==> src/rtl/fetch_pkg.sv <==
// Shared types and constants for the instruction fetch stage.
package fetch_pkg;
   localparam int PC_W = 32;
   localparam int unsigned INSTR_BYTES = 4;
   localparam logic [31:0] NOP_INSTR = 32'h0000_0013;

   typedef enum logic [1:0] {BOOT, RUN, FLUSH} fetch_state_t;

   typedef struct packed {
      logic [PC_W-1:0] pc;
      logic [31:0]     instr;
   } fetch_entry_t;
endpackage

==> src/rtl/sync_fifo.sv <==
// Small synchronous FIFO with registered storage, flush and occupancy count.
module sync_fifo #(
   parameter int WIDTH = 8,
   parameter int DEPTH = 2
) (
   input  logic                       clk,
   input  logic                       rstn,
   input  logic                       flush,
   input  logic                       push,
   input  logic [WIDTH-1:0]           wdata,
   input  logic                       pop,
   output logic [WIDTH-1:0]           rdata,
   output logic                       empty,
   output logic [$clog2(DEPTH):0]     count
);
   localparam int AW = (DEPTH > 1) ? $clog2(DEPTH) : 1;
   localparam int CW = $clog2(DEPTH) + 1;

   logic [WIDTH-1:0] mem [DEPTH];
   logic [AW-1:0]    wr_ptr, rd_ptr;
   logic             full, do_pop;

   assign empty  = (count == '0);
   assign full   = (count == CW'(DEPTH));
   assign do_pop = pop && !empty;
   assign rdata  = mem[rd_ptr];

   always_ff @(posedge clk) begin
      if (!rstn) begin
         wr_ptr <= '0;
         rd_ptr <= '0;
         count  <= '0;
         for (int i = 0; i < DEPTH; i++) mem[i] <= '0;
      end else if (flush) begin
         wr_ptr <= '0;
         rd_ptr <= '0;
         count  <= '0;
      end else begin
         if (push) begin
            mem[wr_ptr] <= wdata;
            wr_ptr      <= wr_ptr + AW'(1);
         end
         if (do_pop) rd_ptr <= rd_ptr + AW'(1);
         count <= count + CW'(push) - CW'(do_pop);
      end
   end

   // The producer's credit scheme must never push into a full buffer.
   a_no_overflow: assert property (@(posedge clk) disable iff (!rstn)
      (push && !flush) |-> (!full || do_pop));
endmodule

==> src/rtl/fetch_unit.sv <==
// Instruction fetch: owns the PC, issues credit-limited in-order reads,
// buffers {pc, instr} for decode and squashes stale responses on redirect.
module fetch_unit
   import fetch_pkg::*;
#(
   parameter int              XLEN       = PC_W,
   parameter logic [XLEN-1:0] RESET_PC   = '0,
   parameter int              FIFO_DEPTH = 2
) (
   input  logic            clk,
   input  logic            rstn,
   output logic            imem_req_valid,
   input  logic            imem_req_ready,
   output logic [XLEN-1:0] imem_req_addr,
   input  logic            imem_rsp_valid,
   input  logic [31:0]     imem_rsp_data,
   input  logic            redirect_valid,
   input  logic [XLEN-1:0] redirect_pc,
   output logic            out_valid,
   input  logic            out_ready,
   output logic [XLEN-1:0] out_pc,
   output logic [31:0]     out_instr
);
   localparam int CW = $clog2(FIFO_DEPTH) + 1;
   localparam int EW = $bits(fetch_entry_t);

   fetch_state_t    state, state_nx;
   logic [XLEN-1:0] pc, rsp_pc, pend_pc, tgt;
   logic            pend;
   logic [CW-1:0]   outstanding, drop_cnt, drop_cnt_nx, fifo_count;
   logic [CW:0]     inflight;
   logic            req_fire, rsp_fire, held, push, pop, fifo_empty;
   fetch_entry_t    wentry, head;
   logic [EW-1:0]   head_bits;

   assign tgt            = redirect_pc & ~XLEN'(3);
   assign inflight       = {1'b0, outstanding} + {1'b0, fifo_count};
   assign imem_req_valid = (state != BOOT) && (inflight < (CW+1)'(FIFO_DEPTH));
   assign imem_req_addr  = pc;
   assign req_fire       = imem_req_valid && imem_req_ready;
   assign held           = imem_req_valid && !imem_req_ready;
   // Responses with nothing outstanding (e.g. left over from before reset) are ignored.
   assign rsp_fire       = imem_rsp_valid && (outstanding != '0);
   assign push           = rsp_fire && (drop_cnt == '0) && !redirect_valid;
   assign pop            = out_valid && out_ready && !redirect_valid;
   assign wentry         = '{pc: rsp_pc, instr: imem_rsp_data};

   // A request held at redirect still fires to its old address and is squashed later.
   always_comb begin
      drop_cnt_nx = drop_cnt;
      if (redirect_valid) begin
         drop_cnt_nx = outstanding + CW'(req_fire) - CW'(rsp_fire);
      end else begin
         if (rsp_fire && drop_cnt != '0) drop_cnt_nx = drop_cnt_nx - CW'(1);
         if (req_fire && pend)           drop_cnt_nx = drop_cnt_nx + CW'(1);
      end
   end

   always_comb begin
      state_nx = state;
      unique case (state)
         BOOT:    state_nx = RUN;
         RUN:     if (drop_cnt_nx != '0) state_nx = FLUSH;
         FLUSH:   if (drop_cnt_nx == '0) state_nx = RUN;
         default: state_nx = BOOT;
      endcase
   end

   always_ff @(posedge clk) begin
      if (!rstn) begin
         state       <= BOOT;
         pc          <= RESET_PC;
         rsp_pc      <= RESET_PC;
         pend        <= 1'b0;
         pend_pc     <= RESET_PC;
         outstanding <= '0;
         drop_cnt    <= '0;
      end else begin
         state       <= state_nx;
         drop_cnt    <= drop_cnt_nx;
         outstanding <= outstanding + CW'(req_fire) - CW'(rsp_fire);
         if (redirect_valid) begin
            rsp_pc <= tgt;
            if (held) begin
               pend    <= 1'b1;
               pend_pc <= tgt;
            end else begin
               pend <= 1'b0;
               pc   <= tgt;
            end
         end else begin
            if (push) rsp_pc <= rsp_pc + XLEN'(INSTR_BYTES);
            if (req_fire) begin
               pend <= 1'b0;
               pc   <= pend ? pend_pc : pc + XLEN'(INSTR_BYTES);
            end
         end
      end
   end

   sync_fifo #(.WIDTH(EW), .DEPTH(FIFO_DEPTH)) u_fifo (
      .clk   (clk),
      .rstn  (rstn),
      .flush (redirect_valid),
      .push  (push),
      .wdata (wentry),
      .pop   (pop),
      .rdata (head_bits),
      .empty (fifo_empty),
      .count (fifo_count)
   );

   assign head      = fetch_entry_t'(head_bits);
   assign out_valid = !fifo_empty;
   assign out_pc    = head.pc;
   assign out_instr = head.instr;
endmodule
==> config.mk <==
export PLATFORM = sky130hd
export DESIGN_NAME = fetch_unit
export DESIGN_NICKNAME = d
export VERILOG_FILES = /design/src/rtl/fetch_pkg.sv /design/src/rtl/sync_fifo.sv /design/src/rtl/fetch_unit.sv
export SDC_FILE = /design/constraint.sdc
export NUM_CORES = 1
export LEC_CHECK = 0
export CAP_MARGIN = 20
export CORE_UTILIZATION = 40
export CTS_CLUSTER_DIAMETER = 100
export CTS_CLUSTER_SIZE = 10
export DETAILED_ROUTE_END_ITERATION = 6
export HOLD_SLACK_MARGIN = 0.1
export PLACE_DENSITY_LB_ADDON = 0.1
export SLEW_MARGIN = 20
export SYNTH_ARGS = -nofsm -noshare
export SYNTH_HDL_FRONTEND = slang
export SYNTH_SLANG_ARGS = --single-unit
export TNS_END_PERCENT = 100
==> constraint.sdc <==
create_clock -name clk -period 22.2 [get_ports clk]
set_input_delay 4.44 -clock clk [delete_from_list [all_inputs] [get_ports clk]]
set_output_delay 4.44 -clock clk [all_outputs]
set_load 0.02 [all_outputs]
==> results of run 1 <==
per-stage QoR:
step	setup slack (ns)	area, sq um	util [%]
CTS	15.04	13800	50.9
global placement	14.51	13000	48.0
floorplan	11.99	11100	-
finish	15.05	13800	50.9
detailed placement	14.50	13000	48.1
global route	14.89	13800	50.9
cell families (layout without fill, tap and decap cells):
kind of cell    Yosys count  count (layout)  share of synthesized area (%)
compound gates          213             213                           12.3
xor+xnor                 40              40                           3.15
fa+ha+maj                 8               8                          0.967
buf+inv                 101             239                           3.74
flops                   226             226                           51.8
mux                      70              70                           7.00
other cells               1               4                         0.0337
simple gates            439             439                           21.0
worst paths after layout:
check                                                from                  endpoint  slack, ns  depth (start not counted)
worst max-delay path            outstanding[0]$_SDFF_PN0_            imem_req_valid      15.05                          6
worst min-delay path             pend_pc[20]$_SDFFE_PN0P_  pend_pc[20]$_SDFFE_PN0P_       0.46                          2
worst max register to register  outstanding[0]$_SDFF_PN0_     state[1]$_SDFFE_PN0P_      18.80                         13
worst min register to register   pend_pc[20]$_SDFFE_PN0P_  pend_pc[20]$_SDFFE_PN0P_       0.46                          2
worst max-delay path, cell delays in order, from the launching register on:
cell	delay (ns)
dfxtp_1	0.33
and2_1	0.17
fa_1	0.46
nor2_1	0.36
nand2_1	0.19
inv_1	0.09
clkdlybuf4s50_1	0.60
registers in the layout, summed over array words and instances (netlist names), named ones only:
register       cells
u_fifo.mem       124
imem_req_addr     30
pend_pc           30
rsp_pc            30
drop_cnt           2
outstanding        2
state              2
u_fifo.count       2
pend               1
u_fifo.rd_ptr      1
u_fifo.wr_ptr      1
synthesized netlist by cell type, types with 4 or more instances:
cell / n
xor2_1: 17
clkbuf_1: 63
mux2_2: 63
nor2_1: 35
and4_1: 12
buf_4: 5
a31oi_1: 8
nor3_1: 25
nand3_1: 27
a2111oi_0: 5
and3_1: 76
edfxtp_1: 124
ha_1: 7
nand2_1: 136
o211a_1: 5
inv_1: 19
o21a_1: 5
a211oi_1: 12
nand2b_1: 13
dfxtp_1: 102
mux2i_1: 7
a311oi_1: 6
o31ai_1: 5
nor4_1: 5
o31a_1: 5
and2_1: 71
buf_2: 8
buf_1: 4
o21ai_0: 41
a21oi_1: 79
xnor2_1: 23
o211ai_1: 12
nand4_1: 16
power by group through the flow:
stage,clock (uW),combinational [uW],sequential [uW]
after CTS,410,338,536
final,399,336,537
after global placement,0,331,544
after detailed placement,0,335,544
after floorplan,0,194,548
after global routing,427,367,544
area by class of cell:
type                    count  area, sq um
inverters                  20         76.3
well taps                 372          465
clock inverters             1         30.0
multi-input cells         774         5000
clock buffers              43          736
repair buffers            175         1720
flip-flops and latches    226         5770
fillers                  2500        13300
layer usage:
| metal | part of all wire (%) | track usage (%) |
|---|---|---|
| met1 | 46 | 30.1 |
| met2 | 47 | 35.0 |
| met3 | 5.9 | 3.02 |
| met4 | 1.9 | 5.57 |
| met5 | 0 | 0 |
==> impl_results.md, run 1 <==
* Status: completed
* Final count of negative-setup-slack endpoints at 0
* Sequential power share at 42.2%
* Clock Latency Late Sink at 0.52 ns
* VDD IR max at around 0.071 mV
* CTS max path bufs at 3
* Sw Share at 32.0%
* Initial DRC Count at 638
* N_diodes at 0
* Largest net degree at the start of global routing at 69
* Layout Cells excl Fill at around 1600
* Reg clk slew, reported paths at 0.06 ns
* Total gr overflow at 0
* Hold Slack at ~0.46 ns
* Critical Path RT at 17.76 ns
* Sequential fraction of the synthesis area at between 50% and 60%
* Final Max Slew Viols at 0
* Yosys top cell by area: edfxtp_1
* Peak Freq at 140 MHz
* Crit end category: output pin
* Synth top area cells: edfxtp_1, dfxtp_1, mux2_2
* All-Layer GR Usage at 21.5%
* Placed cell count at 1567
* Die height at 169 microns
* Layout area overhead at 23.9%
* Max H-tree Level at 1
* Mapped cell area at roughly 0.011 sq mm
* Die area at about 0.029 sq mm
* Initial Util at roughly two fifths
* Die Wd at 169 microns
* Synth Register Bits at 226
* WL per Instance at between 15 and 20 microns
* Async SR Flop Fraction at 0%
* Internal at between 800 and 900 uW
* GP Congestion at 0.811
* Share of cells above drive strength 1 at 10.7%
* RSZ-0062 raised after global routing: false
* Row Count at 60
* CP startpoint kind: flip-flop
* Crit share post-route at 32.2%
* Net Sw Power at 406 uW
* Worst-Margin Slew at 0.910 ns
* Total CTS buffers at 26
* IO Pins at 168
* Ys flop type: edfxtp_1
* YS warnings at 0
* Comb power frac at a little over a quarter
* EDFF count, synth at between 100 and 150
* TNS Setup at 0 ns
* # Max-Cap Violations at 0
* Design Power at 1270 uW
* Commonest non-fill, non-tap cell in the layout: clkdlybuf4s50_1
* Distinct cells, synth at 68
* CP Max Fanout at 6
* First-pass iteration count of the detailed router at 5
* First-pass GRT wire length at 48400 microns
* Post-CTS sizing at 0
* Clock Sinks at between 200 and 250
* Leakage power at 0.00510 uW
* Root buf cell: clkbuf_16
* Postcts setup bufs at 0
* Final nets at 1301
* Synth Instances at 1098
* Worst hold path type: reg2reg
* Clock share of power at 31.4%
* Initial antenna violation count at 0
* Final Skew at roughly 0.0089 ns
* Final ANT Viol Nets at 0
* Fin. Hold Viols at 0
* Vias in the first global route at 8539
* Post-synth top area share at 33.4%
* Vias at 8752
* Crit path kind: reg2out
* Syn avg cell area at 10.1 sq um
* TritonCTS clock tree: done
* DRT Wirelength at 30200 microns
* Cts hold-fix bufs at 0
* Final HPWL DP at between 15000 and 20000 microns
* Placeable Area at roughly 0.027 sq mm
* Power Density at 92.2 mW/mm^2
* DRC errors left at 0
* IO buf count at 161
* Via density at between 5 and 6
* Commonest non-fill, non-tap cells in the layout: clkdlybuf4s50_1, nand2_1, edfxtp_1, dfxtp_1, a21oi_1
* Slew margin rel. at 39.3%
* Period minus WS final at 7.15 ns
* CP Data Arrival Time at 2.71 ns
No activity file was read; power rests on OpenSTA's default activity.
==> run 2: changes to the inputs <==
- clock period: 22.2 -> 6.7 ns (I/O delays scaled with it)
==> impl_results.md, run 2 (synthesis gave the netlist of run 1 again) <==
* Status: completed
* Vias at 8702
* Max H-tree Level at 1
* Layout Cells excl Fill at 1611
* Leakage power at 0.00509 uW
* CP startpoint kind: flip-flop
* Reg area at 0.00577 sq mm
* Die height at 169 microns
* Initial antenna violation count at 0
* Slew margin rel. at 34.3%
* Die area at 0.0285 sq mm
* Placed cell count at 1568
* Row Count at 60
* Critical Path RT at 5.36 ns
* HP Start: pend_pc[20]$_SDFFE_PN0P_
* First-pass iteration count of the detailed router at 5
* IO buf count at ~160
* Power Density at 304 mW/mm^2
* Period minus WS final at 4.07 ns
* CTS max path bufs at 3
* Final Max Slew Viols at 0
* Root buf cell: clkbuf_16
* Worst hold path type: reg2reg
* Placeable Area at 0.0271 sq mm
* Final HPWL DP at 19100 microns
* Peak Freq at ~250 MHz
* WL per Instance at 18.7 microns
* Die Wd at 169 microns
* Crit end category: output pin
* DRT Wirelength at about 30000 microns
* Commonest non-fill, non-tap cell in the layout: clkdlybuf4s50_1
* DRC errors left at 0
* Max reg flops at around 120
* Crit path launch: outstanding[0]$_SDFF_PN0_
* Initial Util at between 40 and 50%
* Clock Latency Late Sink at 0.54 ns
* Final Core Density at 50.8%
* Final ANT Viol Nets at 0
* Crit share post-route at 60.8%
* First-pass GRT wire length at ~47000 microns
* GP Congestion at approximately 0.84
* Multi-input logic area at 0.00500 sq mm
* Total gr overflow at 0
* Largest Register: u_fifo.mem
* Layout area overhead at 23.7%
* CP Data Arrival Time at 2.73 ns
* Via density at 5.40
* TritonCTS clock tree: done
* Final nets at 1302
* VDD IR max at approximately 0.21 mV
* Fin. Hold Viols at 0
* IO Pins at 168
* Total CTS buffers at 26
* Final count of negative-setup-slack endpoints at 0
* Largest net degree at the start of global routing at 69
* Vias in the first global route at 8318
* Postcts setup bufs at 0
* # Max-Cap Violations at 0
* Worst-Margin Slew at 0.983 ns
* Crit path kind: reg2out
* Post-CTS sizing at 0
* TNS Setup at 0 ns
* RSZ-0062 raised after global routing: false
* N_diodes at 0
* Cts hold-fix bufs at 0
* Clock Sinks at 226
* # fillers at 2511
* All-Layer GR Usage at 21.1%
* Initial DRC Count at approximately 600
* Share of cells above drive strength 1 at 10.7%
* Reg clk slew, reported paths at approximately 0.060 ns
* Final Skew at slightly below 0.01 ns
* CP Max Fanout at 6
* Commonest non-fill, non-tap cells in the layout: clkdlybuf4s50_1, nand2_1, edfxtp_1, dfxtp_1, a21oi_1
* Reg2Reg Launch Point: outstanding[0]$_SDFF_PN0_
==> run 2: changes by cell type in the layout (fill, tap and decap cells not counted), sizes merged <==
cell,before,now
clkinv,1,3
buf,15,16
bufinv,1,0
clkbuf,43,42
inv,19,18
==> run 2: report_power, final <==
| group | internal (uW) | switching (uW) | total [uW] |
|---|---|---|---|
| registers | 1630 | 150 | 1780 |
| logic | 460 | 647 | 1110 |
| clock network | 740 | 557 | 1300 |
==> run 2: final cells by class <==
type,instances,share of cell area [%]
sequential,226,41.9
multi-input combinational,774,36.3
timing repair buffer,176,12.5
clock buffer,42,5.31
tap,372,3.38
inverter,20,0.554
clock inverter,1,0.118
==> run 2: worst max-delay path: stages, from the launching register on <==
cell,delay [ns]
dfxtp_1,0.37
and2_1,0.16
fa_1,0.44
nor2_1,0.34
nand2_1,0.20
inv_1,0.10
clkdlybuf4s50_1,0.60
==> run 2: stage by stage <==
stage               hold WS [ns]  setup WS, ns  power (uW)  cell area [sq um]
floorplan                  0.431          1.53        2460              11100
global placement           0.438          2.28        2900              13000
detailed placement         0.446          2.28        2910              13000
CTS                        0.454          2.55        4210              13800
global route               0.470          2.45        4390              13800
finish                     0.456          2.63        4180              13800
==> run 2: per-layer routing <==
metal | track usage, % | vias up | wire, microns
li1 | - | 4229 | -
met1 | 29.8 | 4181 | 13900
met2 | 34.0 | 246 | 14100
met3 | 2.36 | 46 | 1440
met4 | 6.28 | 0 | 663
met5 | 0 | - | 0
==> run 2: path summary, 6_finish.rpt <==
path | endpoint | slack [ns] | depth (start not counted)
worst min-delay path | pend_pc[20]$_SDFFE_PN0P_ | 0.46 | 2
worst max register to register | state[0]$_SDFFE_PN0P_ | 3.37 | 13
worst min register to register | pend_pc[20]$_SDFFE_PN0P_ | 0.46 | 2
worst max-delay path | imem_req_valid | 2.63 | 6
